--- config.mk ---
export PLATFORM = sky130hd
export DESIGN_NAME = bmp_assembler_flat
export DESIGN_NICKNAME = d
export VERILOG_FILES = /design/src/rtl/bmp_pkg.sv /design/src/rtl/bmp_assembler_if.sv /design/src/rtl/bmp_slice_writer.sv /design/src/rtl/bmp_assembler.sv /design/src/flat_wrapper.sv
export SDC_FILE = /design/constraint.sdc
export NUM_CORES = 2
export LEC_CHECK = 0
export ABC_AREA = 1
export CORE_AREA = 2 2 627 629
export DETAILED_ROUTE_END_ITERATION = 7
export DIE_AREA = 0 0 629 631
export PLACE_DENSITY = 0.47
export SETUP_SLACK_MARGIN = 0.2
export SYNTH_ARGS = -nofsm -noshare
export SYNTH_HDL_FRONTEND = slang
export SYNTH_SLANG_ARGS = --single-unit
--- constraint.sdc ---
create_clock -name clk -period 2 [get_ports clk]
set_input_delay 0.4 -clock clk [delete_from_list [all_inputs] [get_ports clk]]
set_output_delay 0.4 -clock clk [all_outputs]
set_load 0.005 [all_outputs]
--- src/rtl/bmp_pkg.sv ---
// bmp_pkg: shared constants, mode encodings and FSM state type for the bitmap assembler.
package bmp_pkg;
   localparam int BMP_ROWS = 64;
   localparam int BMP_COLS = 24;
   localparam int BMP_BITS = BMP_ROWS * BMP_COLS;
   localparam logic MODE_ROW = 1'b0;
   localparam logic MODE_COL = 1'b1;
   typedef enum logic [1:0] {IDLE, FILL, DONE} bmp_state_e;
endpackage

--- src/rtl/bmp_assembler_if.sv ---
// bmp_assembler_if: slice input handshake and completed-bitmap handshake between producer/consumer and assembler.
interface bmp_assembler_if #(parameter int ROWS = 64, parameter int COLS = 24, parameter int IDXW = 6);
   logic                 start;
   logic                 mode;
   logic                 row_dir;
   logic                 slice_valid;
   logic [ROWS-1:0]      slice_in;
   logic                 slice_ready;
   logic [IDXW-1:0]      slice_idx;
   logic                 bmp_valid;
   logic [ROWS*COLS-1:0] bmpout;
   logic                 bmp_ack;
   logic                 busy;
   modport master (output start, mode, row_dir, slice_valid, slice_in, bmp_ack,
                   input slice_ready, slice_idx, bmp_valid, bmpout, busy);
   modport slave  (input start, mode, row_dir, slice_valid, slice_in, bmp_ack,
                   output slice_ready, slice_idx, bmp_valid, bmpout, busy);
endinterface

--- src/rtl/bmp_slice_writer.sv ---
// bmp_slice_writer: maps one row or column slice at a given index to a full-bitmap write mask and data.
module bmp_slice_writer
   import bmp_pkg::*;
#(
   parameter int ROWS = BMP_ROWS,
   parameter int COLS = BMP_COLS,
   parameter int IDXW = 6
) (
   input  logic                 mode_i,
   input  logic [IDXW-1:0]      idx_i,
   input  logic [ROWS-1:0]      slice_in_i,
   output logic [ROWS*COLS-1:0] mask_o,
   output logic [ROWS*COLS-1:0] data_o
);
   for (genvar r = 0; r < ROWS; r++) begin : g_row
      for (genvar c = 0; c < COLS; c++) begin : g_col
         // column slices are MSB-first: slice bit ROWS-1 belongs to row 0
         assign mask_o[r*COLS+c] = (mode_i == MODE_ROW) ? (idx_i == IDXW'(r)) : (idx_i == IDXW'(c));
         assign data_o[r*COLS+c] = (mode_i == MODE_ROW) ? slice_in_i[c] : slice_in_i[ROWS-1-r];
      end
   end
endmodule

--- src/rtl/bmp_assembler.sv ---
// bmp_assembler: reassembles 24-bit row or 64-bit column slices into a 24x64 bitmap.
// Define BMP_ASSEMBLER_CLEAR_EN to zero the buffer on every start; otherwise new passes overlay old data.
module bmp_assembler
   import bmp_pkg::*;
#(
   parameter int ROWS = BMP_ROWS,
   parameter int COLS = BMP_COLS,
   parameter int IDXW = 6
) (
   input logic             clk,
   input logic             rst_n,
   bmp_assembler_if.slave  bus
);
   bmp_state_e           state_q, state_d;
   logic [IDXW-1:0]      idx_q, idx_d;
   logic [IDXW:0]        cnt_q, cnt_d;
   logic                 mode_q, mode_d;
   logic                 desc_q, desc_d;
   logic [ROWS*COLS-1:0] buf_q, buf_d;
   logic [ROWS*COLS-1:0] wr_mask, wr_data;
   logic                 xfer, last, start_desc;

   bmp_slice_writer #(.ROWS(ROWS), .COLS(COLS), .IDXW(IDXW)) u_writer (
      .mode_i     (mode_q),
      .idx_i      (idx_q),
      .slice_in_i (bus.slice_in),
      .mask_o     (wr_mask),
      .data_o     (wr_data)
   );

   assign xfer       = bus.slice_valid && state_q == FILL && !bus.start;
   assign last       = cnt_q == (mode_q == MODE_COL ? (IDXW+1)'(COLS-1) : (IDXW+1)'(ROWS-1));
   assign start_desc = bus.mode == MODE_ROW && bus.row_dir;

   always_comb begin
      state_d = state_q;
      idx_d   = idx_q;
      cnt_d   = cnt_q;
      mode_d  = mode_q;
      desc_d  = desc_q;
      buf_d   = buf_q;
      if (bus.start) begin
         state_d = FILL;
         mode_d  = bus.mode;
         desc_d  = start_desc;
         idx_d   = start_desc ? IDXW'(ROWS-1) : '0;
         cnt_d   = '0;
`ifdef BMP_ASSEMBLER_CLEAR_EN
         buf_d   = '0;
`endif
      end else if (xfer) begin
         buf_d   = (buf_q & ~wr_mask) | (wr_data & wr_mask);
         cnt_d   = cnt_q + 1'b1;
         // index holds on the final slice so it never leaves the valid range
         idx_d   = last ? idx_q : desc_q ? idx_q - 1'b1 : idx_q + 1'b1;
         state_d = last ? DONE : FILL;
      end else if (state_q == DONE && bus.bmp_ack) begin
         state_d = IDLE;
      end
   end

   always_ff @(posedge clk or negedge rst_n) begin
      if (!rst_n) begin
         state_q <= IDLE;
         idx_q   <= '0;
         cnt_q   <= '0;
         mode_q  <= MODE_ROW;
         desc_q  <= 1'b0;
         buf_q   <= '0;
      end else begin
         state_q <= state_d;
         idx_q   <= idx_d;
         cnt_q   <= cnt_d;
         mode_q  <= mode_d;
         desc_q  <= desc_d;
         buf_q   <= buf_d;
      end
   end

   assign bus.slice_ready = state_q == FILL;
   assign bus.busy        = state_q == FILL;
   assign bus.bmp_valid   = state_q == DONE;
   assign bus.slice_idx   = idx_q;
   assign bus.bmpout      = buf_q;
endmodule

--- src/flat_wrapper.sv ---
// flat-port wrapper written by rule: the top's interface ports become plain ports
module bmp_assembler_flat import bmp_pkg::*;
#(
   parameter int ROWS = BMP_ROWS,
   parameter int COLS = BMP_COLS,
   parameter int IDXW = 6
)
  (clk, rst_n, bus_start, bus_mode, bus_row_dir, bus_slice_valid, bus_slice_in, bus_bmp_ack, bus_slice_ready, bus_slice_idx, bus_bmp_valid, bus_bmpout, bus_busy);
  bmp_assembler_if #(.ROWS(ROWS), .COLS(COLS), .IDXW(IDXW)) bus_i ();
  input logic clk;
  input logic rst_n;
  input wire logic [$bits(bus_i.start)-1:0] bus_start;
  input wire logic [$bits(bus_i.mode)-1:0] bus_mode;
  input wire logic [$bits(bus_i.row_dir)-1:0] bus_row_dir;
  input wire logic [$bits(bus_i.slice_valid)-1:0] bus_slice_valid;
  input wire logic [$bits(bus_i.slice_in)-1:0] bus_slice_in;
  input wire logic [$bits(bus_i.bmp_ack)-1:0] bus_bmp_ack;
  output wire logic [$bits(bus_i.slice_ready)-1:0] bus_slice_ready;
  output wire logic [$bits(bus_i.slice_idx)-1:0] bus_slice_idx;
  output wire logic [$bits(bus_i.bmp_valid)-1:0] bus_bmp_valid;
  output wire logic [$bits(bus_i.bmpout)-1:0] bus_bmpout;
  output wire logic [$bits(bus_i.busy)-1:0] bus_busy;
  assign bus_i.start = bus_start;
  assign bus_i.mode = bus_mode;
  assign bus_i.row_dir = bus_row_dir;
  assign bus_i.slice_valid = bus_slice_valid;
  assign bus_i.slice_in = bus_slice_in;
  assign bus_i.bmp_ack = bus_bmp_ack;
  assign bus_slice_ready = bus_i.slice_ready;
  assign bus_slice_idx = bus_i.slice_idx;
  assign bus_bmp_valid = bus_i.bmp_valid;
  assign bus_bmpout = bus_i.bmpout;
  assign bus_busy = bus_i.busy;
  bmp_assembler #(.ROWS(ROWS), .COLS(COLS), .IDXW(IDXW)) u_core (.clk(clk), .rst_n(rst_n), .bus(bus_i));
endmodule
==> flow_metrics.tcl <==
set metrics [dict create \
    path_common_cell "buf_12" \
    cts_sinks 1553 \
    r2r_cells 13 \
    startpoint_type "flop" \
    dr.pass1.iters 8 \
    slew_headroom 0.592 \
    cp_top_family "buffers and inverters" \
    pre_cts_ws_ns -0.841 \
    finalCritPeriodShare 1.16 \
    die_h_um 631 \
    vias 75400 \
    peakVddDrop_v 0.000798 \
    drive_gt1_frac 0.252 \
    async_flop_share 1.00 \
    rsz0062_at_grt "true" \
    timing.max_cap.violations 0 \
    ys.flop_type "dfrtp_1" \
    synth.distinct_cells 33 \
    slowest_delay_ns 0.40 \
    path_depth 13 \
    rows 230 \
    grt_start_max_net_pins 97 \
    yosysMostFrequentCell "nand2_1" \
    grt_usage 0.247 \
    nFillCells 41100 \
    arrival_ns 3.06 \
    cts_buffers 192 \
    antenna_found_initial 61 \
    syn_avg_cell_area_sq_um 8.34 \
    ant_nets 0 \
    nets 10800 \
    crit_fanout 13 \
    grt_remaining_overflow 0 \
    grt_pass1_wl_um 670000 \
    synth_nets 8387 \
    synth_top_cell_area_share 0.560 \
    critPathRequiredTime_ns 2.74 \
    min_path_type "primary input to asynchronous set/reset pin" \
    path_buf_inv 8 \
    clock_path_buffers 4 \
    cpMaxStageDelayCell "dfrtp_1" \
    cts_tree "built" \
    placed_cell_area_sq_um 102000 \
    initial_core_util 0.177 \
    avgRoutedWirePerCell_um 33.3 \
    fin_area_sq_um 116000 \
    critical_path_class "flop to flop" \
    tightestPinTransition_ns 0.612 \
    slew_violations 0 \
    finalClockSkew_ns 0.0604 \
    port_buffers 1615 \
    whs_ns 0.153 \
    yosysTopAreaCell "dfrtp_1" \
    drt_iter0_markers 8374 \
    mappedNetlistArea_sq_um 69300 \
    ioPinCount 1616 \
    syn_inst 8310 \
    die-area_sq_um 397000 \
    drc 0 \
    clockRootBuffer "clkbuf_16" \
    place_inst 15500 \
    synth_seq_cells 1553 \
    synth-edff-count 0 \
    h-tree-depth 4 \
    routed_wirelength_um 538000 \
    fmax_mhz 431 \
    setup_slack_ns -0.322 \
    grt_pass1_vias 71200 \
    finalSetupViolCount 2562 \
    die_w_um 629 \
    path_clk_slew_ns 0.07 \
    r2r_start "u_core.state_q[0]" \
    post-dp-hpwl_um 372000 \
    synth_warnings 0 \
    end_kind "flop" \
    synthTopCellsByCount "nand2_1, dfrtp_1, nor2_1, o21ai_1, o21ai_0" \
    power_density_nw_per_um2 1280 \
    gp_congestion 0.862 \
    reg2reg_setup_slack_ns -0.32 \
    setup_tns_ns -402.17 \
    core-area_sq_um 391000 \
    synth_seq_area_share 0.560 \
    synth_area_leaders "dfrtp_1, nand2_1, o21ai_1" \
    clk-insertion-delay-late_ns 0.90 \
    finalNonFillerCells 16200 \
    worstPathCellList "buf_4 > nand3_4 > nor2_4 > buf_12 > buf_12 > buf_8 > buf_12 > nand2_8 > clkinv_16 > buf_12 > clkbuf_16 > o211ai_1 > nand2_1" \
    status "finished, violations left" \
    fin_crit_ns 2.32 \
    hold_violations 0 \
    leakage_nw 51.7 \
    fin_util 0.298 \
    viasPerCell 4.67 \
    violations "setup timing" \
    total_power_mw 149 \
    syn_to_final_growth_pct 67.8 \
]
worst max-delay path by stage:
stage | startpoint | endpoint | slack, ns
5_1_grt | u_core.bus.slice_idx[0] | flop | -0.41
6_report | u_core.state_q[0] | flop | -0.32
3_5_place_dp | bus_slice_valid | flop | -0.84
3_3_place_gp | bus_slice_valid | flop | -0.77
2_1_floorplan | u_core.bus.slice_idx[1] | flop | 0.14
4_1_cts | u_core.state_q[0] | bus_slice_ready | -0.43
routing by layer:
metal  vias up  track usage  share of wire  wire (um)
li1      32400            -              -          -
met1     37600        0.294           0.38     206000
met2      4359        0.414           0.47     253000
met3      1032       0.0511          0.080      42900
met4        10        0.140          0.068      36600
met5         -            0        0.00012         62
logic make-up after synthesis:
kind of cell,Yosys count,share of synthesized area
buf+inv,848,0.0536
compound gates,2149,0.177
flops,1553,0.560
fa+ha+maj,6,0.00108
xor+xnor,1,0.000126
simple gates,3753,0.207
what timing repair did:
action | CTS | global route
hold buffers | 2 | 0
pin swaps | 45 | 87
gates resized for setup | 2621 | 810
setup endpoints to repair | 3086 | 3091
cloned | 37 | 70
setup buffers | 144 | 82
endpoints found under the hold margin | 1013 | 0
layout by cell type, fill, tap and decap left out, types with 49 or more instances in the layout:
master              n
o31ai_1            59
buf_16             75
clkbuf_16         260
clkbuf_1           53
inv_1              91
dfrtp_1          1471
dfrtp_2            81
buf_2             158
o211ai_1          490
nand2_1          2243
buf_12            433
o21ai_1           845
inv_2              76
nand2_4           165
buf_4             656
o21ai_0           629
o21ai_2            51
buf_6             336
nor2_1           1065
clkdlybuf4s50_1  1133
nand2_2           163
clkbuf_8           49
power by group:
group,leakage [nW],switching [mW],total (mW),internal [mW]
combinational,28.7,27.8,57.4,29.6
clock,3.22,15.6,37.4,21.8
sequential,19.7,10.7,53.8,43.0
worst reg2reg max path: cells and delay by family, from the launching register on:
kind,cells,cell delay (ns)
AO/OA/AOI/OAI,1,0.09
buffers and inverters,8,1.22
flip-flops,1,0.40
AND/OR/NAND/NOR,4,0.44
final cells by class:
cell class / instances / area [sq um] / area share
antenna: 18 / 45.0 / 0.000387
clock buffer: 297 / 5750 / 0.0494
clock inverter: 54 / 822 / 0.00706
inverter: 200 / 910 / 0.00782
multi-input combinational: 5910 / 29500 / 0.254
sequential: 1553 / 39000 / 0.335
tap: 5220 / 6530 / 0.0561
timing repair buffer: 2901 / 33800 / 0.291
Power figures use the tool's default switching activity.
